<file path="config.mk">
export PLATFORM = sky130hd
export DESIGN_NAME = button_conditioner_flat
export DESIGN_NICKNAME = d
export VERILOG_FILES = /design/src/rtl/btn_pkg.sv /design/src/rtl/btn_if.sv /design/src/rtl/btn_channel.sv /design/src/rtl/button_conditioner.sv /design/src/flat_wrapper.sv
export SDC_FILE = /design/constraint.sdc
export NUM_CORES = 1
export LEC_CHECK = 0
export CAP_MARGIN = 5
export CORE_MARGIN = 2
export CORE_UTILIZATION = 57
export DETAILED_ROUTE_END_ITERATION = 16
export PLACE_DENSITY = 0.76
export SYNTH_ARGS = -nofsm -noshare
export SYNTH_HDL_FRONTEND = slang
export SYNTH_SLANG_ARGS = --single-unit
</file>
<file path="constraint.sdc">
create_clock -name clk -period 2.5 [get_ports clk]
set_input_delay 0.375 -clock clk [delete_from_list [all_inputs] [get_ports clk]]
set_output_delay 0.375 -clock clk [all_outputs]
set_load 0.05 [all_outputs]
</file>
<file path="src/rtl/btn_pkg.sv">
// rtl/btn_pkg.sv - shared types and constants for the pushbutton conditioner
package btn_pkg;

    localparam int CNT_W = 27;

    localparam logic [CNT_W-1:0] DEF_DEBOUNCE_CYCLES = 27'd1_000_000;
    localparam logic [CNT_W-1:0] DEF_HOLD_CYCLES     = 27'd50_000_000;
    localparam logic [CNT_W-1:0] DEF_REPEAT_CYCLES   = 27'd10_000_000;

    typedef enum logic [1:0] {
        ST_RELEASED   = 2'd0,
        ST_PRESS_DB   = 2'd1,
        ST_PRESSED    = 2'd2,
        ST_RELEASE_DB = 2'd3
    } btn_state_t;

    // The debounced level is high while the press is accepted, even mid-release-debounce.
    function automatic logic is_held(input btn_state_t st);
        return (st == ST_PRESSED) || (st == ST_RELEASE_DB);
    endfunction

endpackage

</file>
<file path="src/rtl/btn_if.sv">
// rtl/btn_if.sv - raw button levels in, conditioned level/event vectors out
interface btn_if #(
    parameter int NUM_BTN = 4
);
    logic [NUM_BTN-1:0] pb_raw;
    logic [NUM_BTN-1:0] btn_level;
    logic [NUM_BTN-1:0] btn_press;
    logic [NUM_BTN-1:0] btn_release;
    logic [NUM_BTN-1:0] btn_repeat;

    modport master (
        output pb_raw,
        input  btn_level,
        input  btn_press,
        input  btn_release,
        input  btn_repeat
    );

    modport slave (
        input  pb_raw,
        output btn_level,
        output btn_press,
        output btn_release,
        output btn_repeat
    );
endinterface

</file>
<file path="src/rtl/btn_channel.sv">
// rtl/btn_channel.sv - one button: two-flop synchronizer, debounce FSM, hold/auto-repeat counter
module btn_channel
    import btn_pkg::*;
#(
    parameter logic [CNT_W-1:0] DEBOUNCE_CYCLES = DEF_DEBOUNCE_CYCLES,
    parameter logic [CNT_W-1:0] HOLD_CYCLES     = DEF_HOLD_CYCLES,
    parameter logic [CNT_W-1:0] REPEAT_CYCLES   = DEF_REPEAT_CYCLES
) (
    input  logic clk,
    input  logic reset_n,
    input  logic pb_raw,
    output logic btn_level,
    output logic btn_press,
    output logic btn_release,
    output logic btn_repeat
);

    logic             sync_q;
    logic             s;
    btn_state_t       state, state_n;
    logic [CNT_W-1:0] cnt, cnt_n;
    logic [CNT_W-1:0] hcnt, hcnt_n;
    logic             press_n, rel_n, rep_n, level_n;

    always_ff @(posedge clk or negedge reset_n) begin
        if (!reset_n) begin
            sync_q      <= 1'b0;
            s           <= 1'b0;
            state       <= ST_RELEASED;
            cnt         <= '0;
            hcnt        <= '0;
            btn_level   <= 1'b0;
            btn_press   <= 1'b0;
            btn_release <= 1'b0;
            btn_repeat  <= 1'b0;
        end else begin
            sync_q      <= pb_raw;
            s           <= sync_q;
            state       <= state_n;
            cnt         <= cnt_n;
            hcnt        <= hcnt_n;
            btn_level   <= level_n;
            btn_press   <= press_n;
            btn_release <= rel_n;
            btn_repeat  <= rep_n;
        end
    end

    always_comb begin
        state_n = state;
        cnt_n   = cnt;
        hcnt_n  = hcnt;
        press_n = 1'b0;
        rel_n   = 1'b0;
        rep_n   = 1'b0;

        // Hold timer runs through release debounce; after the first pulse it
        // reloads so the next terminal count is REPEAT_CYCLES away.
        if (is_held(state)) begin
            if (hcnt == HOLD_CYCLES - 27'd1) begin
                hcnt_n = HOLD_CYCLES - REPEAT_CYCLES;
            end else begin
                hcnt_n = hcnt + 27'd1;
            end
        end

        case (state)
            ST_RELEASED: begin
                if (s) begin
                    state_n = ST_PRESS_DB;
                    cnt_n   = '0;
                end
            end
            ST_PRESS_DB: begin
                if (!s) begin
                    state_n = ST_RELEASED;
                    cnt_n   = '0;
                end else if (cnt == DEBOUNCE_CYCLES - 27'd1) begin
                    state_n = ST_PRESSED;
                    cnt_n   = '0;
                    hcnt_n  = '0;
                    press_n = 1'b1;
                end else begin
                    cnt_n = cnt + 27'd1;
                end
            end
            ST_PRESSED: begin
                if (!s) begin
                    state_n = ST_RELEASE_DB;
                    cnt_n   = '0;
                end
            end
            ST_RELEASE_DB: begin
                if (s) begin
                    state_n = ST_PRESSED;
                    cnt_n   = '0;
                end else if (cnt == DEBOUNCE_CYCLES - 27'd1) begin
                    state_n = ST_RELEASED;
                    cnt_n   = '0;
                    rel_n   = 1'b1;
                end else begin
                    cnt_n = cnt + 27'd1;
                end
            end
            default: begin
                state_n = ST_RELEASED;
                cnt_n   = '0;
            end
        endcase

        level_n = is_held(state_n);
        rep_n   = is_held(state) && is_held(state_n) && (hcnt_n == HOLD_CYCLES - 27'd1);
    end

endmodule

</file>
<file path="src/rtl/button_conditioner.sv">
// rtl/button_conditioner.sv - NUM_BTN independent debounced pushbutton channels
module button_conditioner
    import btn_pkg::*;
#(
    parameter int               NUM_BTN         = 4,
    parameter logic [CNT_W-1:0] DEBOUNCE_CYCLES = DEF_DEBOUNCE_CYCLES,
    parameter logic [CNT_W-1:0] HOLD_CYCLES     = DEF_HOLD_CYCLES,
    parameter logic [CNT_W-1:0] REPEAT_CYCLES   = DEF_REPEAT_CYCLES
) (
    input  logic clk,
    input  logic reset_n,
    btn_if.slave bus
);

    logic [NUM_BTN-1:0] level_v;
    logic [NUM_BTN-1:0] press_v;
    logic [NUM_BTN-1:0] release_v;
    logic [NUM_BTN-1:0] repeat_v;

    for (genvar i = 0; i < NUM_BTN; i++) begin : g_ch
        btn_channel #(
            .DEBOUNCE_CYCLES (DEBOUNCE_CYCLES),
            .HOLD_CYCLES     (HOLD_CYCLES),
            .REPEAT_CYCLES   (REPEAT_CYCLES)
        ) u_ch (
            .clk         (clk),
            .reset_n     (reset_n),
            .pb_raw      (bus.pb_raw[i]),
            .btn_level   (level_v[i]),
            .btn_press   (press_v[i]),
            .btn_release (release_v[i]),
            .btn_repeat  (repeat_v[i])
        );
    end

    assign bus.btn_level   = level_v;
    assign bus.btn_press   = press_v;
    assign bus.btn_release = release_v;
    assign bus.btn_repeat  = repeat_v;

endmodule

</file>
<file path="src/flat_wrapper.sv">
// flat-port wrapper written by rule: the top's interface ports become plain ports
module button_conditioner_flat import btn_pkg::*;
#(
    parameter int               NUM_BTN         = 4,
    parameter logic [CNT_W-1:0] DEBOUNCE_CYCLES = DEF_DEBOUNCE_CYCLES,
    parameter logic [CNT_W-1:0] HOLD_CYCLES     = DEF_HOLD_CYCLES,
    parameter logic [CNT_W-1:0] REPEAT_CYCLES   = DEF_REPEAT_CYCLES
)
  (clk, reset_n, bus_pb_raw, bus_btn_level, bus_btn_press, bus_btn_release, bus_btn_repeat);
  btn_if #(.NUM_BTN(NUM_BTN)) bus_i ();
  input  logic clk;
  input  logic reset_n;
  input wire logic [$bits(bus_i.pb_raw)-1:0] bus_pb_raw;
  output wire logic [$bits(bus_i.btn_level)-1:0] bus_btn_level;
  output wire logic [$bits(bus_i.btn_press)-1:0] bus_btn_press;
  output wire logic [$bits(bus_i.btn_release)-1:0] bus_btn_release;
  output wire logic [$bits(bus_i.btn_repeat)-1:0] bus_btn_repeat;
  assign bus_i.pb_raw = bus_pb_raw;
  assign bus_btn_level = bus_i.btn_level;
  assign bus_btn_press = bus_i.btn_press;
  assign bus_btn_release = bus_i.btn_release;
  assign bus_btn_repeat = bus_i.btn_repeat;
  button_conditioner #(.NUM_BTN(NUM_BTN), .DEBOUNCE_CYCLES(DEBOUNCE_CYCLES), .HOLD_CYCLES(HOLD_CYCLES), .REPEAT_CYCLES(REPEAT_CYCLES)) u_core (.clk(clk), .reset_n(reset_n), .bus(bus_i));
endmodule
</file>
# After elaboration in Yosys (flattened, before gate mapping)
# Index checks and enable logic that the tools add are counted.
# word_totals
n_memories	0
wordCells	200
ram_bits	0
latchBits	0
regBits	248
in_bits	6
mem_bits_ro	0
# op_classes
div	0
mux	92
n_mul	0
shift	0
n_eq_ne	40
reduce_logical	24
order_cmp	0
bitwise_logic	0
addsub	8
# op_table
cell	n
$mux 27	40
$pmux 27 s4	4
$add 27x1->27 const B	8
$eq 27x26->1 const B	8
$eq 27x20->1 const B	4
$mux 2	24
$eq 2x2->1 const B	16
$pmux 2 s4	4
$mux 1	20
$ne 2x2->1 const B	8
$eq 2x1->1 const B	4
$logic_and 1x1->1	8
$logic_not 2->1	4
$logic_or 1x1->1	8
$reduce_and 2->1	4

# Depth between registers and ports, before layout
# Gate-level depths: netlist (run 1).
# depth
ltp_word	8
depth_mapped	9

# Modules after synthesis
# A second synthesis (run 1) with hierarchy kept.
# unflattened
cells_unflattened	1535
area_unflattened_um2	14007.2
# modules_own_cells
module	n_inst	seq_area_each_um2	area_each_um2	cells_per_inst
btn_channel at u_core.g_ch[1].u_ch ...	2	1551.5	3440.8	377
btn_channel at u_core.g_ch[0].u_ch	1	1551.5	3570.9	396
btn_channel at u_core.g_ch[3].u_ch	1	1551.5	3554.7	385

# Least setup slack after synthesis (run 1)
# Ideal clock, no wire load.
# synth_path
path_type	flip-flop to flip-flop
startpoint	register u_core.g_ch[2].u_ch.hcnt[0]
endpoint	register u_core.g_ch[2].u_ch.btn_repeat
arrival_ps	2351
slack_ps	53
path_buffers	0
required_ps	2404
setup_ps	96
path_stages_with_launch	8
path_cell_list	dfrtp_1 -> ha_1 -> nand3_4 -> or3_4 -> a2111oi_4 -> nand4b_1 -> or4_1 -> nor4_2
# synth_via
elab_chain_len	8
elab_cells_between_ends	9
# synth_lines
element	line	text
from (decl)	btn_channel.sv:22	logic [CNT_W-1:0] hcnt, hcnt_n;
from (signal assigned)	btn_channel.sv:41	hcnt <= hcnt_n;
$add 27x1->27 or $eq 27x26->1 (tied branches)	btn_channel.sv:63, btn_channel.sv:60	
$mux 27	btn_channel.sv:60	if (hcnt == HOLD_CYCLES - 27'd1) begin
$mux 27 *	btn_channel.sv:59	if (is_held(state)) begin
$mux 27	btn_channel.sv:78	end else if (cnt == DEBOUNCE_CYCLES - 27'd1) begin
$mux 27	btn_channel.sv:75	if (!s) begin
$mux 27 *	btn_channel.sv:67	case (state)
$eq 27x26->1 *	btn_channel.sv:112	rep_n = is_held(state) && is_held(state_n) && (hcnt_n == HOLD_CYCLES - 27'd1);
$logic_and 1x1->1 *	btn_channel.sv:112	
named net u_core.g_ch[2].u_ch.rep_n	btn_channel.sv:23	logic press_n, rel_n, rep_n, level_n;
to (signal assigned)	btn_channel.sv:45	btn_repeat <= rep_n;
to (decl)	btn_channel.sv:15	output logic btn_repeat
# Mark *: on every way through the listed nets, which the timed path passes. The rest lies on a longest branch.
# A chain may end at the register's enable or synchronous reset.

# Worst setup path after layout (run 1)
# layout_path
startpoint	register u_core.g_ch[2].u_ch.cnt[0]
endpoint	register u_core.g_ch[2].u_ch.btn_repeat
# layout_via
elab_chain_len	8
elab_cells_between_ends	15
# layout_lines
element	line	text
from (decl)	btn_channel.sv:21	logic [CNT_W-1:0] cnt, cnt_n;
from (signal assigned)	btn_channel.sv:40	cnt <= cnt_n;
$eq 27x20->1 *	btn_channel.sv:78, btn_channel.sv:97	
$mux 2, on equally long branches	btn_channel.sv:97, btn_channel.sv:78	
$mux 2, on equally long branches	btn_channel.sv:94, btn_channel.sv:75	
$pmux 2 s4	btn_channel.sv:67	
$eq 2x2->1	btn_pkg.sv:19	return (st == ST_PRESSED) || (st == ST_RELEASE_DB);
$logic_or 1x1->1	btn_pkg.sv:19	
$logic_and 1x1->1	btn_channel.sv:112	
$logic_and 1x1->1 *	btn_channel.sv:112	
named net u_core.g_ch[2].u_ch.rep_n	btn_channel.sv:23	
# Marks and branches as above.

==> results of run 1 <==
==> through the flow <==
step	hold slack [ns]	util	total power, uW	cells
2_1_floorplan	0.0794	-	4250	1533
3_3_place_gp	0.334	0.622	4400	1852
3_5_place_dp	0.338	0.622	4410	1852
4_1_cts	0.265	0.664	8710	1904
5_1_grt	0.265	0.668	8930	1909
6_report	0.276	0.668	8620	1909
==> cells by family (layout without fill, tap and decap cells) <==
kind of cell,after synthesis,after routing,synth area share
buffers and inverters,108,165,0.0360
muxes,19,19,0.0147
AOI/OAI and AO/OA,293,293,0.131
xor gates and xnor gates,115,115,0.0729
and+or+nand+nor,742,742,0.289
adders and majority gates,8,8,0.00724
DFF,248,248,0.449
==> cell usage in the layout (no fill, tap or decap), types with 6 or more instances in the layout <==
| master | instances |
|---|---|
| nand2_1 | 131 |
| a31oi_1 | 24 |
| nor4b_1 | 11 |
| nor4_2 | 6 |
| clkbuf_16 | 29 |
| mux2i_1 | 9 |
| buf_4 | 65 |
| inv_1 | 17 |
| or3_1 | 8 |
| nor2_1 | 197 |
| o31ai_1 | 32 |
| nand3b_1 | 8 |
| dfrtp_1 | 248 |
| nand4_1 | 80 |
| nor3b_1 | 7 |
| mux2_2 | 10 |
| buf_12 | 9 |
| xnor2_1 | 53 |
| a21oi_1 | 35 |
| ha_1 | 6 |
| clkdlybuf4s50_1 | 20 |
| xor2_1 | 62 |
| nor2b_1 | 11 |
| o41ai_1 | 11 |
| nor3_1 | 34 |
| a41oi_1 | 7 |
| and2_1 | 24 |
| and4_1 | 26 |
| nor4_1 | 32 |
| nand2b_1 | 7 |
| and3_1 | 37 |
| or4_1 | 8 |
| o21ai_0 | 142 |
| nand3_1 | 69 |
==> layer usage <==
| layer | wire [um] | global-route usage | part of all wire | up-vias |
|---|---|---|---|---|
| met2 | 14200 | 0.383 | 0.46 | 296 |
| li1 | - | - | - | 5660 |
| met5 | 0 | 0 | 0 | - |
| met4 | 499 | 0.0545 | 0.016 | 0 |
| met3 | 1580 | 0.0335 | 0.052 | 50 |
| met1 | 14300 | 0.350 | 0.47 | 5719 |
==> area by class of cell <==
type / instances / area [um2] / share of cell area
Timing Repair Buffer: 97 / 905 / 0.0573
Clock buffer: 36 / 782 / 0.0496
Clock inverter: 15 / 194 / 0.0123
Tap cell: 319 / 399 / 0.0253
Inverter: 17 / 63.8 / 0.00404
Sequential cell: 248 / 6210 / 0.393
Multi-Input combinational cell: 1177 / 7230 / 0.458
==> report_power, final <==
| group | total, uW | internal, uW | switching, uW |
|---|---|---|---|
| logic | 278 | 86.6 | 191 |
| registers | 4060 | 4040 | 24.2 |
| clock network | 4290 | 2620 | 1660 |
==> registers in the layout, summed over array words and instances (netlist names) <==
| name | cells |
|---|---|
| u_core.g_ch.u_ch.btn_press | 4 |
| u_core.g_ch.u_ch.s | 4 |
| u_core.g_ch.u_ch.btn_repeat | 4 |
| u_core.g_ch.u_ch.btn_level | 4 |
| u_core.g_ch.u_ch.state | 8 |
| u_core.g_ch.u_ch.btn_release | 4 |
| u_core.g_ch.u_ch.sync_q | 4 |
| u_core.g_ch.u_ch.hcnt | 108 |
| u_core.g_ch.u_ch.cnt | 108 |
==> what timing repair did <==
| action | in CTS | in global routing |
|---|---|---|
| endpoints found under the hold margin | 57 | 0 |
| buffers inserted | 0 | 5 |
| gates resized for setup | 0 | 19 |
| hold buffers | 1 | 0 |
| setup endpoints to repair | 0 | 33 |
==> critical path, stage by stage, from the launching register on <==
cell and delay [ns]:
dfrtp_1 0.41, ha_2 0.25, and4_1 0.27, nand2_1 0.08
or4_1 0.55, nor3b_4 0.27, buf_4 0.23, or3b_4 0.15
nor4_2 0.04
==> path summary, 6_finish.rpt <==
path                                            start                        endpoint  slack [ns]
max                        u_core.g_ch[2].u_ch.cnt[0]  u_core.g_ch[2].u_ch.btn_repeat        0.15
min                                     bus_pb_raw[2]      u_core.g_ch[2].u_ch.sync_q        0.28
max reg2reg                u_core.g_ch[2].u_ch.cnt[0]  u_core.g_ch[2].u_ch.btn_repeat        0.15
min reg2reg                u_core.g_ch[1].u_ch.sync_q           u_core.g_ch[1].u_ch.s        0.35
max in group asynchronous                     reset_n     u_core.g_ch[0].u_ch.cnt[14]        1.36
min in group asynchronous                     reset_n    u_core.g_ch[3].u_ch.hcnt[16]        0.37
==> flow_summary_export.csv, run 1 <==
group,metric,value,unit
status,status,"completed",
worst_hold_path,whs_path_depth,1,
cts,cts_root_buf,"clkbuf_16",
synth,synth_edf_count,0,
finish,design_area,15800,um2
synth,synth_area,13800,um2
placement,dp_hpwl,20700,um
route,drc,0,
floorplan,fp-row-count,56,
route,ant_nets,0,
floorplan,start_util,0.586,
floorplan,coreArea,23600,um2
sta,max_slew_margin,0.532,
synth,ys_ff_latch,248,
global_routing,grt-ovfl-total,0,
floorplan,ioPinCount,22,
sta,rsz0062_at_grt,"false",
route,wl_per_cell,16.0,um
critical_path,worstSetupPathType,"register to register",
cts,clk_pin_slew,0.06,ns
synth,yosys.cell_types.count,78,
sta,finalSetupTns,0,ns
synth,ys_warn_count,0,
sta,min_period,2.35,ns
power_and_ir_drop,p_per_area,546,nW/um2
sta,fin_ws,0.145,ns
finish,num_antenna_cells,0,
critical_path,path_max_fanout,9,
route,via_count,11700,
synth,ys.flop_type,"dfrtp_1",
global_routing,grt_pass1_vias,11200,
critical_path,end_kind,"register",
placement,dp_slack,0.0139,ns
power_and_ir_drop,vdd_ir_drop_max,539,uV
global_routing,grt_start_max_net_pins,62,
power_and_ir_drop,p_leak,0.00672,uW
synth,syn_avg_cell_area,9.02,um2
job,cap_viol_max_count,0,
critical_path,cp_data_required_time,2.92,ns
route,totalWireLength,30600,um
floorplan,fp.dieW,160,um
sta,clock.fmax,425,MHz
synth,syn_inst,1533,
sta,worst_pin_slew,0.701,ns
cts,cts-htree-levels,1,
finish,fin_nets,1583,
placement,postPlaceCellArea,14700,um2
cts,cts_buffers,28,
global_routing,track_usage,0.240,
route,viasPerCell,6.14,
sta,setup_viol,0,
synth,synth_area_leaders,"dfrtp_1, nor2_1, o21ai_0, xor2_1, nand4_1",
cts,clockBufferDepth,3,
synth,synth.top_cell.area_share,0.449,
synth,synth.most_common_cell,"dfrtp_1",
synth,ys_async_sr_fraction,1.00,
sta,period_share,0.942,
worst_hold_path,hp-class,"input pin to register",
synth,yosysSeqAreaShare,0.449,
finish,nFillCells,1879,
sta,skew,0.00870,ns
floorplan,die_y,160,um
route,drt_iter0_drc,833,
synth,synth_top_area_cell,"dfrtp_1",
synth,synthesis.nets,1547,
global_routing,grt_pass1_wl,53000,um
sta,finalMaxSlewViolations,0,
global_routing,antenna_found_initial,0,
cts,clock_sinks,248,
cts,clk_latency,0.54,ns
sta,hold_viol_final,0,
critical_path,arrival,2.78,ns
placement,gp_congestion,0.923,
floorplan,die-area,25500,um2
synth,synthTopCellsByCount,"dfrtp_1, nor2_1, o21ai_0",
finish,layout-drive-gt1-share,0.111,
critical_path,rr_worst_depth,8,
finish,syn_to_final_growth,14.1,%
critical_path,crit_path_start_kind,"register",
route,dr.pass1.iters,5,
placement,io_buffers,21,
cts,cts_tree,"built",
Power figures use the tool's default switching activity.
==> run 2: changes to the inputs <==
CORE_ASPECT_RATIO = 0.5   (was default)
==> flow_summary_export.csv, run 2 (same netlist as run 1, synthesis figures left out) <==
group,metric,value,unit
cts,cts_buffers,23,
floorplan,die_y,114,um
floorplan,fp.dieW,224,um
finish,final_util,0.649,
cts,clock_sinks,248,
global_routing,grt_pass1_vias,11200,
floorplan,die-area,25600,um2
route,viasPerCell,6.20,
sta,clock.fmax,417,MHz
sta,finalSetupTns,0,ns
power_and_ir_drop,power,7940,uW
finish,fin_nets,1575,
route,totalWireLength,30900,um
critical_path,path_max_fanout,5,
finish,final_cell_mix,"dfrtp_1, nor2_1, o21ai_0",
floorplan,fp-row-count,40,
sta,fin_ws,0.104,ns
sta,min_period,2.40,ns
cts,clockBufferDepth,3,
route,wl_per_cell,16.3,um
power_and_ir_drop,vdd_ir_drop_max,337,uV
route,via_count,11700,
cts,cts_tree,"built",
finish,nFillCells,1943,
global_routing,antenna_found_initial,0,
global_routing,grt-ovfl-total,0,
floorplan,coreArea,23900,um2
critical_path,worstSetupPathType,"register to register",
route,drc,0,
placement,dp_slack,-0.249,ns
global_routing,grt_pass1_wl,52700,um
power_and_ir_drop,p_leak,0.00661,uW
finish,layout-drive-gt1-share,0.106,
finish,final_common_cell,"dfrtp_1",
sta,skew,0.0242,ns
sta,setup_viol,0,
finish,top_regs,"u_core.g_ch.u_ch.cnt x108, u_core.g_ch.u_ch.hcnt x108, u_core.g_ch.u_ch.state x8",
floorplan,ioPinCount,22,
cts,cts_root_buf,"clkbuf_16",
global_routing,grt_start_max_net_pins,64,
sta,period_share,0.958,
route,ant_nets,0,
global_routing,track_usage,0.244,
route,dr.pass1.iters,5,
job,cap_viol_max_count,0,
floorplan,start_util,0.578,
cts,clk_pin_slew,0.07,ns
sta,worst_pin_slew,0.741,ns
placement,gp_congestion,0.878,
critical_path,cp_data_required_time,2.94,ns
critical_path,crit_path_start_kind,"register",
cts,clk_latency,0.54,ns
sta,max_slew_margin,0.505,
finish,seqCellArea,6210,um2
finish,num_antenna_cells,0,
sta,hold_viol_final,0,
power_and_ir_drop,p_per_area,511,nW/um2
status,status,"completed",
critical_path,arrival,2.83,ns
sta,finalMaxSlewViolations,0,
cts,cts-htree-levels,1,
finish,syn_to_final_growth,12.3,%
critical_path,end_kind,"register",
worst_hold_path,hp-class,"input pin to register",
finish,multiInputGateArea,7240,um2
route,drt_iter0_drc,1161,
placement,dp_hpwl,20800,um
placement,io_buffers,21,
==> run 2: cell count changes in the layout (fill, tap and decap cells not counted), sizes merged <==
cell,before,now
bufinv,4,2
clkbuf,36,32
clkinv,7,6
buf,76,73
clkinvlp,3,0
==> run 2: critical path, cell delays in order, from the launching register on <==
cell and delay [ns]:
dfrtp_1 0.41, ha_2 0.24, and4_2 0.28, nand2_1 0.07, or4_1 0.55, nor3b_4 0.28, o2111ai_1 0.18, nor4_2 0.28
==> run 2: cell type report <==
class                      count  area share
clock buffer                  32      0.0425
timing repair buffer          94      0.0558
clock inverter                 9     0.00661
sequential                   248       0.400
inverter                      17     0.00411
tap                          315      0.0254
multi-input combinational   1177       0.466
==> run 2: routing by layer <==
layer  track usage  wire, um
met5             0         0
met4        0.0419       421
met3        0.0387      1430
met2         0.405     14600
met1         0.346     14500
==> run 2: final timing paths <==
kind / start / to / slack, ns / cells after the start
setup / recovery: u_core.g_ch[2].u_ch.cnt[0] / u_core.g_ch[2].u_ch.btn_repeat / 0.10 / 7
hold / removal: bus_pb_raw[0] / u_core.g_ch[0].u_ch.sync_q / 0.27 / 1
setup reg to reg: u_core.g_ch[2].u_ch.cnt[0] / u_core.g_ch[2].u_ch.btn_repeat / 0.10 / 7
hold reg to reg: u_core.g_ch[3].u_ch.sync_q / u_core.g_ch[3].u_ch.s / 0.33 / 0
max in group asynchronous: reset_n / u_core.g_ch[0].u_ch.cnt[22] / 1.34 / 3
min in group asynchronous: reset_n / u_core.g_ch[1].u_ch.cnt[0] / 0.39 / 2
==> run 2: metrics by stage <==
step | cell area (um2) | cells | hold slack (ns)
after floorplan | 13800 | 1533 | 0.0794
after global placement | 14700 | 1848 | 0.332
after detailed placement | 14700 | 1848 | 0.337
after CTS | 15400 | 1890 | 0.256
after global routing | 15500 | 1892 | 0.267
final | 15500 | 1892 | 0.270
==> run 2: what timing repair did <==
item                                    CTS  global route
endpoints found under the hold margin    59             0
setup buffers                             0             2
hold buffers                              1             0
resized for setup                         2            17
pin swaps                                 0             3
endpoints found under the setup margin   15            19
cloned                                    0             0
==> run 2: power breakdown <==
part / leakage [uW] / internal, uW / total [uW] / switching [uW]
clock: 0.000381 / 2050 / 3600 / 1550
sequential: 0.00343 / 4030 / 4060 / 24.5
combinational: 0.00280 / 87.8 / 280 / 192
total: 0.00661 / 6170 / 7940 / 1770
==> run 3: changes to the inputs <==
CTS_CLUSTER_DIAMETER = 200   (was default)
SYNTH_HIERARCHICAL = 1   (was default)
==> flow_summary_export.csv, run 3 <==
group,metric,value,unit
status,status,"complete, but fails checks",
status,violations,"negative setup slack",
route,drc,0,
worst_hold_path,hp-class,"input pin to register",
sta,hold_ws,0.274,ns
cts,clockBufferDepth,3,
placement,dp_hpwl,21900,um
power_and_ir_drop,p_per_area,513,nW/um2
global_routing,grt_pass1_wl,56000,um
finish,final_cell_mix,"dfrtp_1, nor2_1, nand2_1",
cts,cts-htree-levels,1,
route,totalWireLength,33000,um
sta,skew,0.0157,ns
critical_path,crit_slowest_cell,"or4_4",
synth,synth_area,14000,um2
sta,worst_pin_slew,0.705,ns
cts,clk_pin_slew,0.07,ns
route,viasPerCell,6.17,
critical_path,crit_path_start_kind,"register",
power_and_ir_drop,p_sw,1860,uW
synth,yosysSeqAreaShare,0.443,
placement,postPlaceCellArea,14900,um2
cts,clock_sinks,248,
sta,min_period,2.54,ns
cts,cts_buffers,24,
critical_path,cp_cell_sequence,"nand4_4 -> or4_4 -> nor4_4 -> xnor2_1 -> or4b_1 -> nor4_2",
synth,ys_warn_count,6,
sta,fin_ws,-0.0381,ns
critical_path,cp_data_required_time,2.92,ns
route,dr.pass1.iters,7,
floorplan,fp-row-count,40,
synth,synth_area_leaders,"dfrtp_1, nor2_1, o21ai_0, xor2_1, nand2_1",
finish,top_regs,"u_core/g_ch.u_ch/cnt x108, u_core/g_ch.u_ch/hcnt x108, u_core/g_ch.u_ch/state x8",
synth,synthSimpleGateAreaFrac,0.302,
global_routing,grt_pass1_vias,11400,
sta,clock.fmax,394,MHz
sta,setup_viol,1,
finish,fin_nets,1616,
sta,rsz0062_at_grt,"true",
synth,syn_avg_cell_area,9.13,um2
route,drt_iter0_drc,1166,
global_routing,grt-ovfl-total,0,
floorplan,fp.dieW,226,um
synth,synth_mux_area_frac,0.0137,
route,wl_per_cell,16.9,um
synth,synthesis.nets,1549,
placement,io_buffers,21,
global_routing,track_usage,0.258,
synth,synth-adder-area-share,0.00715,
placement,gp_congestion,0.910,
sta,max_slew_margin,0.524,
route,via_count,12100,
power_and_ir_drop,internal_power,6360,uW
finish,layout-drive-gt1-share,0.140,
placement,dp_cells,1899,
sta,period_share,1.02,
floorplan,die-area,25900,um2
sta,hold_viol_final,0,
synth,synth-xor-area-share,0.0744,
critical_path,path_max_fanout,7,
finish,num_antenna_cells,0,
finish,fin_cells,1954,
synth,synth.top_cell.area_share,0.443,
global_routing,grt_start_max_net_pins,61,
power_and_ir_drop,p_leak,0.00680,uW
synth,ys.flop_type,"dfrtp_1",
power_and_ir_drop,sw_frac_of_total,0.226,
critical_path,rr_worst_depth,6,
synth,ys_ff_latch,248,
synth,synth_compound_area_frac,0.125,
cts,clk_latency,0.53,ns
floorplan,ioPinCount,22,
synth,synthTopCellsByCount,"dfrtp_1, nor2_1, nand2_1",
finish,syn_to_final_growth,14.3,%
floorplan,start_util,0.582,
floorplan,die_y,115,um
critical_path,worstSetupPathType,"register to register",
critical_path,max_stage_delay,0.58,ns
floorplan,coreArea,24100,um2
job,cap_viol_max_count,0,
critical_path,end_kind,"register",
finish,final_util,0.665,
synth,synth_top_area_cell,"dfrtp_1",
route,ant_nets,0,
power_and_ir_drop,vdd_ir_drop_max,435,uV
power_and_ir_drop,power,8210,uW
synth,synth.most_common_cell,"dfrtp_1",
synth,yosys.cell_types.count,79,
sta,finalMaxSlewViolations,0,
power_and_ir_drop,comb_power_share,0.035,
synth,ys_async_sr_fraction,1.00,
finish,design_area,16000,um2
power_and_ir_drop,power.share.clock,0.471,
global_routing,antenna_found_initial,0,
cts,cts_root_buf,"clkbuf_16",
synth,synth_edf_count,0,
power_and_ir_drop,p_seq_frac,0.494,
cts,cts_tree,"built",
synth,synth_top_family_by_area,"simple AND/OR/NAND/NOR gates",
critical_path,arrival,2.96,ns
synth,syn_inst,1535,
worst_hold_path,whs_path_depth,1,
finish,final_common_cell,"dfrtp_1",
-- run 3: changes by cell type after synthesis, sizes merged, moves of 5 or more --
| cell | change |
|---|---|
| nand3 | +20 |
| clkbuf | -15 |
| nand2 | +11 |
| nor2 | -10 |
| nor4 | +10 |
| nand4 | -7 |
| and2 | -6 |
| and4 | -6 |
| nor3 | +5 |
-- run 3: final cells by class --
cell class | count | area, um2
clock buffer | 32 | 722
clock inverter | 10 | 111
fill | 1880 | 8060
inverter | 19 | 71.3
multi-input combinational | 1191 | 7440
sequential | 248 | 6220
tap | 336 | 420
timing repair buffer | 118 | 1030
-- run 3: per-stage QoR --
step	setup TNS (ns)	setup WS, ns
global placement	0	0.136
global route	-0.0814	-0.0380
detailed placement	-0.0104	-0.0104
finish	-0.0381	-0.0381
floorplan	0	0.0939
CTS	0	0.0161
-- run 3: what timing repair did --
item	in CTS	in global routing
gates resized for setup	4	29
cloned	0	1
hold buffers	1	0
endpoints found under the setup margin	1	53
pin swaps	0	10
buffers inserted	0	11
hold endpoints to repair	55	0
-- run 3: layer usage --
metal,wire [um],vias to the layer above,global-route usage
met2,15700,352,0.433
met1,15100,5899,0.359
li1,-,5751,-
met5,0,-,0
met4,602,0,0.0605
met3,1550,56,0.0381
-- run 3: final timing paths --
path	slack (ns)	endpoint	start
max in group asynchronous	1.40	u_core/g_ch[1].u_ch/state[1]	reset_n
worst max-delay path	-0.04	u_core/g_ch[2].u_ch/btn_repeat	u_core/g_ch[2].u_ch/hcnt[8]
worst max register to register	-0.04	u_core/g_ch[2].u_ch/btn_repeat	u_core/g_ch[2].u_ch/hcnt[8]
worst min-delay path	0.27	u_core/g_ch[1].u_ch/sync_q	bus_pb_raw[1]
min in group asynchronous	0.37	u_core/g_ch[3].u_ch/hcnt[10]	reset_n
worst min register to register	0.35	u_core/g_ch[0].u_ch/s	u_core/g_ch[0].u_ch/sync_q
-- run 3: critical path: cells and delay by family (launching register included) --
family | cells | cell delay [ns]
AND/OR/NAND/NOR | 5 | 1.87
XOR/XNOR | 1 | 0.14
flip-flops | 1 | 0.42
-- run 3: cells by family (layout without fill, tap and decap cells) --
| family | Yosys count | count (layout) |
|---|---|---|
| and+or+nand+nor | 757 | 757 |
| AOI/OAI and AO/OA | 289 | 289 |
| DFF | 248 | 248 |
| xor gates and xnor gates | 119 | 119 |
| buffers and inverters | 96 | 179 |
| muxes | 18 | 18 |
| adders and majority gates | 8 | 8 |
-- run 3: power by group through the flow --
stage	Clock (uW)	Combinational (uW)	Sequential (uW)
2_1_floorplan	0	131	4130
3_3_place_gp	0	274	4130
3_5_place_dp	0	284	4130
4_1_cts	3930	287	4060
5_1_grt	4100	330	4060
6_report	3870	291	4060
